--- src/rtl/base_pkg.sv ---
// Shared state encoding for the base_* beat handling blocks.
package base_pkg;

    localparam logic STATE_IDLE = 1'b0;
    localparam logic STATE_BUSY = 1'b1;

endpackage

--- src/rtl/base_arepeat_ctr.sv ---
// Copy counter for base_arepeat: rem counts down the copies still to emit,
// idx counts up, first/last are registered decodes of the current copy.
module base_arepeat_ctr #(
    parameter int cwidth = 4
) (
    input  logic              clk,
    input  logic              reset,
    input  logic              load,
    input  logic              dec,
    input  logic [cwidth-1:0] cnt,
    output logic [cwidth-1:0] rem,
    output logic [cwidth-1:0] idx,
    output logic              first,
    output logic              last
);

    always_ff @(posedge clk or posedge reset) begin
        if (reset) begin
            rem   <= '0;
            idx   <= '0;
            first <= 1'b0;
            last  <= 1'b0;
        end else if (load) begin
            // A zero count loads an empty counter, which leaves the block idle.
            rem   <= cnt;
            idx   <= '0;
            first <= (cnt != '0);
            last  <= (cnt == cwidth'(1));
        end else if (dec) begin
            rem   <= rem - cwidth'(1);
            idx   <= (rem == cwidth'(1)) ? '0 : idx + cwidth'(1);
            first <= 1'b0;
            last  <= (rem == cwidth'(2));
        end
    end

endmodule

--- src/rtl/base_arepeat.sv ---
// Valid/ready beat expander: each accepted beat is emitted i_cnt times with
// first/last/index tags. Define BASE_AREPEAT_INC_EN to step o_d by one per copy.
module base_arepeat
    import base_pkg::*;
#(
    parameter int width  = 1,
    parameter int cwidth = 4
) (
    input  logic              clk,
    input  logic              reset,
    input  logic              i_v,
    output logic              i_r,
    input  logic [width-1:0]  i_d,
    input  logic [cwidth-1:0] i_cnt,
    output logic              o_v,
    input  logic              o_r,
    output logic [width-1:0]  o_d,
    output logic              o_first,
    output logic              o_last,
    output logic [cwidth-1:0] o_idx
);

    // Handshake: a beat moves on a port when valid and ready are both high in
    // the same cycle; valid never waits for ready, and o_v has no path from i_v.
    logic              state;
    logic [cwidth-1:0] rem;
    logic              take;
    logic              last_take;
    logic              accept;
    logic              cnt_nz;

    assign o_v       = (state == STATE_BUSY);
    assign take      = o_v & o_r;
    assign last_take = take & (rem == cwidth'(1));
    assign i_r       = (state == STATE_IDLE) | last_take;
    assign accept    = i_v & i_r;
    assign cnt_nz    = (i_cnt != '0);

    base_arepeat_ctr #(
        .cwidth (cwidth)
    ) u_ctr (
        .clk   (clk),
        .reset (reset),
        .load  (accept),
        .dec   (take & ~accept),
        .cnt   (i_cnt),
        .rem   (rem),
        .idx   (o_idx),
        .first (o_first),
        .last  (o_last)
    );

    always_ff @(posedge clk or posedge reset) begin
        if (reset) begin
            state <= STATE_IDLE;
        end else if (accept) begin
            state <= cnt_nz ? STATE_BUSY : STATE_IDLE;
        end else if (last_take) begin
            state <= STATE_IDLE;
        end
    end

    always_ff @(posedge clk or posedge reset) begin
        if (reset) begin
            o_d <= '0;
        end else if (accept & cnt_nz) begin
            o_d <= i_d;
`ifdef BASE_AREPEAT_INC_EN
        end else if (take & ~last_take) begin
            o_d <= o_d + width'(1);
`endif
        end
    end

endmodule

--- config.mk ---
export PLATFORM = sky130hd
export DESIGN_NAME = base_arepeat
export DESIGN_NICKNAME = d
export VERILOG_FILES = /design/src/rtl/base_pkg.sv /design/src/rtl/base_arepeat_ctr.sv /design/src/rtl/base_arepeat.sv
export SDC_FILE = /design/constraint.sdc
export NUM_CORES = 1
export LEC_CHECK = 0
export ABC_AREA = 1
export CAP_MARGIN = 10
export CORE_ASPECT_RATIO = 0.75
export CORE_MARGIN = 8
export CORE_UTILIZATION = 25
export DETAILED_ROUTE_END_ITERATION = 8
export PLACE_DENSITY_LB_ADDON = 0.25
export SLEW_MARGIN = 10
export SYNTH_ARGS = -nofsm -noshare
export SYNTH_HDL_FRONTEND = slang
export SYNTH_SLANG_ARGS = --single-unit
--- constraint.sdc ---
create_clock -name clk -period 1.7 [get_ports clk]
set_input_delay 0.255 -clock clk [delete_from_list [all_inputs] [get_ports clk]]
set_output_delay 0.255 -clock clk [all_outputs]
set_load 0.01 [all_outputs]
## Yosys cells after proc, flatten, opt, wreduce, memory -nomap -nowiden

Cells that the tools add are included.

- Reduce and logical (&&, ||, !) cells: 3
- Equal/unequal tests: 3
- Bitwise gates (word level): 8
- Add/subtract/negate cells: 2
- Muxes and demuxes: 12

Operator list:

| cell | count |
|---|---|
| two-way mux 4 bit | 5 |
| == test 4 x 1 -> 1 bit, second input constant | 2 |
| two-way mux 1 bit | 7 |
| AND 1 bit | 5 |
| adder 4 x 1 -> 4 bit, second input constant | 1 |
| == test 4 x 2 -> 1 bit, second input constant | 1 |
| nonzero test 2 bit | 2 |
| nonzero test 4 bit | 1 |
| subtractor 4 x 1 -> 4 bit, second input constant | 1 |
| NOT 1 bit | 2 |
| OR 1 bit | 1 |

- Output and inout port bits: 9
- Word-level logic and storage cells: 34
- Register bits after elaboration: 12
- Input bits: 9

## Logic depth before layout (Yosys ltp)

Gate-level depths: netlist of the first run.

- Word-level depth: 8
- Gate-level depth with buffers: 9
- Mapped depth without buffers: 9

## Hierarchy

From an unflattened synthesis of the first run, not the netlist that was laid out.

- Cells, all modules: 92
- Area total of the unflattened synthesis: 699.4 um2

Modules (own cells, without submodules):

| module | area an instance (um2) | sequential area each (um2) | cells each | times used |
|---|---|---|---|---|
| base_arepeat_ctr | 561.8 | 250.2 | 73 | 1 |
| base_arepeat | 137.6 | 50.0 | 19 | 1 |

## Least setup slack after synthesis of the first run

Ideal clock, no wire load.

- Path type: reg-to-reg
- Start: register u_ctr.rem[1]
- End: register o_d
- Period minus slack after synthesis: 1.222 ns
- Setup time: 0.117 ns
- Required time: 1.583 ns
- Path buffers: 0
- Path slack: 0.478 ns
- Arrival time: 1.106 ns
- Cell stages (with the launch flop): 10
- Cell sequence: dfrtp_1 -> inv_1 -> ha_1 -> nand3_2 -> nand2_4 -> nand2_4 -> inv_2 -> nand2_2 -> nand2_1 -> nand2_1

- Cells in the longest elaborated chain, start to end: 5

RTL lines:

| element | line | source |
|---|---|---|
| start, declared | base_arepeat_ctr.sv:11 | `output logic [cwidth-1:0] rem,` |
| start signal, assigned | base_arepeat_ctr.sv:25 | `rem <= cnt;` |
| start signal, assigned | base_arepeat_ctr.sv:30 | `rem <= rem - cwidth'(1);` |
| == test 4 x 1 -> 1 bit | base_arepeat.sv:34 | `assign last_take = take & (rem == cwidth'(1));` |
| AND 1 bit | base_arepeat.sv:34 |  |
| OR 1 bit | base_arepeat.sv:35 | `assign i_r = (state == STATE_IDLE) \| last_take;` |
| named net i_r | base_arepeat.sv:12 | `output logic i_r,` |
| AND 1 bit | base_arepeat.sv:36 | `assign accept = i_v & i_r;` |
| AND 1 bit | base_arepeat.sv:66 | `end else if (accept & cnt_nz) begin` |
| end signal, assigned | base_arepeat.sv:67 | `o_d <= i_d;` |
| end, declared | base_arepeat.sv:17 | `output logic [width-1:0] o_d,` |

The timed path passes the listed nets, and every way through them passes these cells.
A chain may end at the register's enable or synchronous reset.

## Final worst setup path of the first run

- Start: register u_ctr.rem[1]
- End: output i_r

- Cells in the longest elaborated chain, start to end: 3

RTL lines:

| element | line |
|---|---|
| == test 4 x 1 -> 1 bit | base_arepeat.sv:34 |
| AND 1 bit | base_arepeat.sv:34 |
| OR 1 bit | base_arepeat.sv:35 |
| end, declared | base_arepeat.sv:12 |

Every way passes these cells.

==> results of run 1 <==
-- metrics by stage --
stage                     total power, mW   util  hold WS, ns  setup slack, ns  instances
after floorplan                      1.05      -        0.120            0.478         91
after global placement               1.40  0.339        0.465          -0.0423        150
after detailed placement             1.41  0.339        0.470          -0.0329        150
after CTS                            1.67  0.353        0.367           0.0919        153
after global routing                 1.83  0.353        0.386           0.0182        153
final                                1.64  0.353        0.333            0.118        153
-- worst min path at each step --
stage	startpoint	to	slack, ns
finish	reset	o_d$_DFFE_PP0P_	0.33
global route	reset	u_ctr.first$_DFFE_PP0P_	0.39
CTS	reset	o_d$_DFFE_PP0P_	0.37
detailed placement	u_ctr.last$_DFFE_PP0P_	u_ctr.last$_DFFE_PP0P_	0.47
global placement	o_d$_DFFE_PP0P_	o_d$_DFFE_PP0P_	0.46
floorplan	reset	o_d$_DFFE_PP0P_	0.12
-- synth_stat cells --
| cell type | number | area [µm²] |
|---|---|---|
| mux2_2 | 1 | 11.3 |
| nand3_1 | 13 | 65.1 |
| inv_1 | 11 | 41.3 |
| nand2_4 | 3 | 33.8 |
| inv_2 | 1 | 3.75 |
| xor2_1 | 2 | 17.5 |
| nand3b_1 | 1 | 7.51 |
| dfrtp_1 | 12 | 300 |
| nand2_1 | 30 | 113 |
| nor2_1 | 3 | 11.3 |
| nand3_2 | 1 | 10.0 |
| o21ai_0 | 3 | 15.0 |
| nand4_1 | 1 | 6.26 |
| ha_1 | 4 | 50.1 |
| xnor2_1 | 1 | 8.76 |
| nor2_2 | 1 | 6.26 |
| nand2_2 | 3 | 18.8 |
-- state kept, by name (all words and copies together), names as in the netlist --
register / count
u_ctr.idx: 4
u_ctr.rem: 4
o_d: 1
o_v: 1
u_ctr.first: 1
u_ctr.last: 1
-- kinds of logic (layout without fill, tap and decap cells) --
logic type	count (synthesis)	after routing	synth area share
buf+inv	12	36	0.0626
flops	12	12	0.417
xor+xnor	3	3	0.0365
compound gates	3	3	0.0209
simple gates	56	56	0.377
fa+ha+maj	4	4	0.0696
mux	1	1	0.0157
-- power by group --
group,internal [mW],switching (mW),total [mW]
Sequential,0.415,0.118,0.532
Clock,0.155,0.0952,0.251
Combinational,0.413,0.443,0.855
-- layer usage --
layer | GRT usage | wire (µm)
met5 | 0 | 0
met4 | 0.0138 | 0
met3 | 0.0489 | 173
met2 | 0.111 | 690
met1 | 0.0944 | 814
-- area by class of cell --
cell class	instances	share of cell area
Clock buffer	3	0.0410
Inverter	12	0.0447
Multi-Input combinational cell	67	0.371
Sequential cell	12	0.298
Tap cell	38	0.0472
Timing Repair Buffer	21	0.198
==> impl_metrics.tcl, run 1 <==
set metrics [dict create \
    ys_seq_area_frac 0.417 \
    die_h_um 62.5 \
    holdCritPathClass "in -> async" \
    worstSetupEndpointType "primary output" \
    grt_pass1_wl_mm 3.04 \
    setup_tns_ns 0 \
    diodes 0 \
    port_buffers 17 \
    cts_buffers 3 \
    die_area_um2 4870 \
    clockBufferDepth 2 \
    finalSetupViolations 0 \
    slew_violations 0 \
    placed_area_um2 967 \
    leakagePower_nw 0.517 \
    path_depth 5 \
    finalCritPeriodShare 0.931 \
    path_buf_inv 2 \
    r2r_slack_ns 0.33 \
    tightestPinTransition_ns 0.477 \
    hold_violations 0 \
    worstSetupStartpoint "u_ctr.rem[1]$_DFFE_PP0P_" \
    syn_inst 91 \
    cts_hold_buf 0 \
    synth.avg_cell_area_um2 7.91 \
    irDropWorstVdd_mv 0.534 \
    cts_tree "done" \
    crit_arrival_ns 1.33 \
    fin_nets 130 \
    wire_per_inst_um 11.0 \
    seq_area_um2 300 \
    cp_max_fo 2 \
    area_growth_pct 40.0 \
    clk_latency_ns 0.24 \
    drt_pass1_iterations 4 \
    reg2reg_depth 10 \
    io-pin-count 18 \
    cts_root_buffer "clkbuf_8" \
    antenna_found_initial 0 \
    grtUsageTotal 0.0769 \
    via_count 636 \
    fillers 335 \
    grt_pass1_vias 670 \
    clk_pin_slew_ns 0.05 \
    hpwlAfterDp_mm 1.34 \
    critical-path-max-stage-delay_ns 0.38 \
    finish.instance_area_um2 1010 \
    cpMaxStageDelayCell "dfrtp_1" \
    cts_setup_buffers 0 \
    gp_congestion 0.742 \
    r2r-start "u_ctr.rem[1]$_DFFE_PP0P_" \
    required_ns 1.44 \
    grt_max_degree 13 \
    cap_violations 0 \
    outcome "completed" \
    syn-cell-area_um2 719 \
    crit_type "reg -> out" \
    multi_input_area_um2 374 \
    layout.cells.most_common_list "30 x nand2_1, 16 x clkdlybuf4s50_1, 13 x nand3_1, 12 x dfrtp_1, 11 x inv_1" \
    powerDensity_nw_per_um2 1630 \
    final_antenna_net_count 0 \
    cts_resized 1 \
    rows 17 \
    clkSinkCount 12 \
    cts_max_level 1 \
    drive_gt1_frac 0.148 \
    ys_types 17 \
    ys_ff_latch 12 \
    rsz0062_at_grt "false" \
    relSlewSlack 0.682 \
    fin_skew_ns 0.00370 \
    timing.rr.end "o_d$_DFFE_PP0P_" \
    drc 0 \
    coreArea_um2 2850 \
    die_width_um 77.9 \
    synth_fp_nets 104 \
    vias_per_cell 4.16 \
    start_util 0.252 \
    worstPathCellList "inv_1 -> ha_1 -> nand3_2 -> nand2_4 -> dlygate4sd2_1" \
    grt.overflow.total 0 \
    crit_end "i_r" \
    max_freq_mhz 632 \
    worstSetupStartpointType "flop" \
    crit_family "flip-flops" \
    mostFrequentLayoutCell "nand2_1" \
    drt_wl_total_mm 1.68 \
    ys_warn_count 0 \
    min_period_ns 1.58 \
    drt_iter0_drc 42 \
]
Power figures use the tool's default switching activity.
==> run 2: changes to the inputs <==
Settings changed: CORE_ASPECT_RATIO 0.75 to default, CORE_UTILIZATION 25 to 47, TNS_END_PERCENT from default to 10.
==> run 2 against run 1 <==
Non-clock buffer count unchanged. Largest power group unchanged. Core utilization increased by 31 points. Clock-buffer cell count increased by 1. Wire length decreased by 4.4%. Sequential cell count unchanged. Global-route usage increased by 4.7 points. Combinational power increased by 1%. Critical path depth unchanged. Clock skew increased by 0.0015 ns.
==> impl_metrics.tcl, run 2 (same netlist as run 1, synthesis figures left out) <==
set metrics [dict create \
    holdCritPathClass "in -> async" \
    powerDensity_nw_per_um2 1680 \
    drt_wl_total_mm 1.60 \
    grt_max_degree 13 \
    leakagePower_nw 0.514 \
    slew_violations 0 \
    top_regs "u_ctr.idx x4, u_ctr.rem x4" \
    outcome "completed" \
    clk_pin_slew_ns 0.08 \
    routed.top_layer "met4" \
    holdWs_ns 0.277 \
    worstSetupStartpointType "flop" \
    cts_max_level 1 \
    hold_violations 0 \
    placed_area_um2 932 \
    grt.overflow.total 0 \
    min_period_ns 1.63 \
    drive_gt1_frac 0.155 \
    path_buf_inv 2 \
    clkSinkCount 12 \
    grt_pass1_wl_mm 2.79 \
    fin_skew_ns 0.00520 \
    fillers 134 \
    rows 14 \
    total_power_mw 1.64 \
    wl_met3_um 85 \
    mostFrequentLayoutCell "nand2_1" \
    max_freq_mhz 614 \
    start_util 0.489 \
    irDropWorstVdd_mv 0.749 \
    rsz0062_at_grt "false" \
    required_ns 1.44 \
    die_width_um 55.1 \
    clockBufferDepth 2 \
    worstSetupEndpointType "primary output" \
    cts_hold_buf 0 \
    setup_tns_ns 0 \
    final_antenna_net_count 0 \
    drt_pass1_iterations 3 \
    crit_arrival_ns 1.37 \
    finish.instance_area_um2 976 \
    via_count 641 \
    antenna_found_initial 0 \
    worstPathCellList "inv_1 -> ha_1 -> nand3_2 -> nand2_4 -> clkdlybuf4s15_1" \
    grtUsageTotal 0.124 \
    tightestPinTransition_ns 0.475 \
    clk_latency_ns 0.28 \
    die_h_um 55.1 \
    relSlewSlack 0.683 \
    port_buffers 17 \
    area_growth_pct 35.7 \
    crit_family "flip-flops" \
    cts_buffers 3 \
    drc 0 \
    finalSetupViolations 0 \
    die_area_um2 3040 \
    layout.cells.most_common_list "30 x nand2_1, 16 x clkdlybuf4s50_1, 13 x nand3_1, 12 x dfrtp_1, 11 x inv_1" \
    critical-path-max-stage-delay_ns 0.41 \
    wl_met2_um 748 \
    grt_pass1_vias 654 \
    cts_tree "done" \
    wire_per_inst_um 12.2 \
    gp_congestion 0.778 \
    finalCritPeriodShare 0.958 \
    cap_violations 0 \
    hpwlAfterDp_mm 1.26 \
    fin_nets 130 \
    diodes 0 \
    cpMaxStageDelayCell "dfrtp_1" \
    vias_per_cell 4.86 \
    cts_root_buffer "clkbuf_4" \
    io-pin-count 18 \
    crit_type "reg -> out" \
    coreArea_um2 1470 \
    wl_met1_um 733 \
    cp_max_fo 4 \
    drt_iter0_drc 10 \
]
[run 2: cell types whose count changed in the layout (fill, tap and decap cells not counted)]
cell / change
clkbuf_4: +3
clkbuf_8: -2
clkdlybuf4s15_1: +1
dlygate4sd2_1: -1
[run 2: through the flow]
stage / std cells / utilization / setup WS, ns
2_1_floorplan: 91 / - / 0.478
3_3_place_gp: 127 / 0.634 / -0.0236
3_5_place_dp: 127 / 0.634 / -0.0123
4_1_cts: 131 / 0.657 / 0.0140
5_1_grt: 132 / 0.663 / 0.00740
6_report: 132 / 0.663 / 0.0710
[run 2: worst register-to-register path: cells and delay by family, from the launching register on]
kind	cells	cell delay (ns)
DFF	1	0.41
buffers and inverters	3	0.31
and+or+nand+nor	6	0.40
adders and majority gates	1	0.18
[run 2: cell type report]
class                      count  area, µm²  share of cell area
timing repair buffer          21        200               0.205
tap                           16       20.0              0.0205
sequential                    12        300               0.308
inverter                      12       45.0              0.0462
clock buffer                   4       36.3              0.0372
multi-input combinational     67        374               0.383
[run 2: worst paths after layout]
| kind | start | slack [ns] | cells after the start | to |
|---|---|---|---|---|
| worst max-delay path | u_ctr.rem[1]$_DFFE_PP0P_ | 0.07 | 5 | i_r |
| worst min-delay path | reset | 0.28 | 2 | u_ctr.first$_DFFE_PP0P_ |
| worst max register to register | u_ctr.rem[1]$_DFFE_PP0P_ | 0.29 | 10 | o_d$_DFFE_PP0P_ |
| worst min register to register | o_d$_DFFE_PP0P_ | 0.48 | 2 | o_d$_DFFE_PP0P_ |
| max in group asynchronous | reset | 1.10 | 2 | u_ctr.idx[2]$_DFFE_PP0P_ |
| min in group clk | o_d$_DFFE_PP0P_ | 0.48 | 2 | o_d$_DFFE_PP0P_ |
[run 2: what timing repair did]
| action | 4_1_cts | 5_1_grt |
|---|---|---|
| resized for setup | 1 | 1 |
| setup buffers | 0 | 1 |
| endpoints found under the setup margin | 1 | 1 |
| pin swaps | 0 | 0 |
[run 2: power breakdown]
group          total [mW]  internal (mW)  switching, mW
Sequential          0.538          0.413          0.125
Clock               0.237          0.130          0.106
Combinational       0.867          0.418          0.449
[run 2: metal layers]
| layer | track usage | vias up |
|---|---|---|
| met4 | 0.0720 | 0 |
| met5 | 0 | - |
| met2 | 0.200 | 15 |
| li1 | - | 334 |
| met3 | 0.0321 | 5 |
| met1 | 0.146 | 287 |
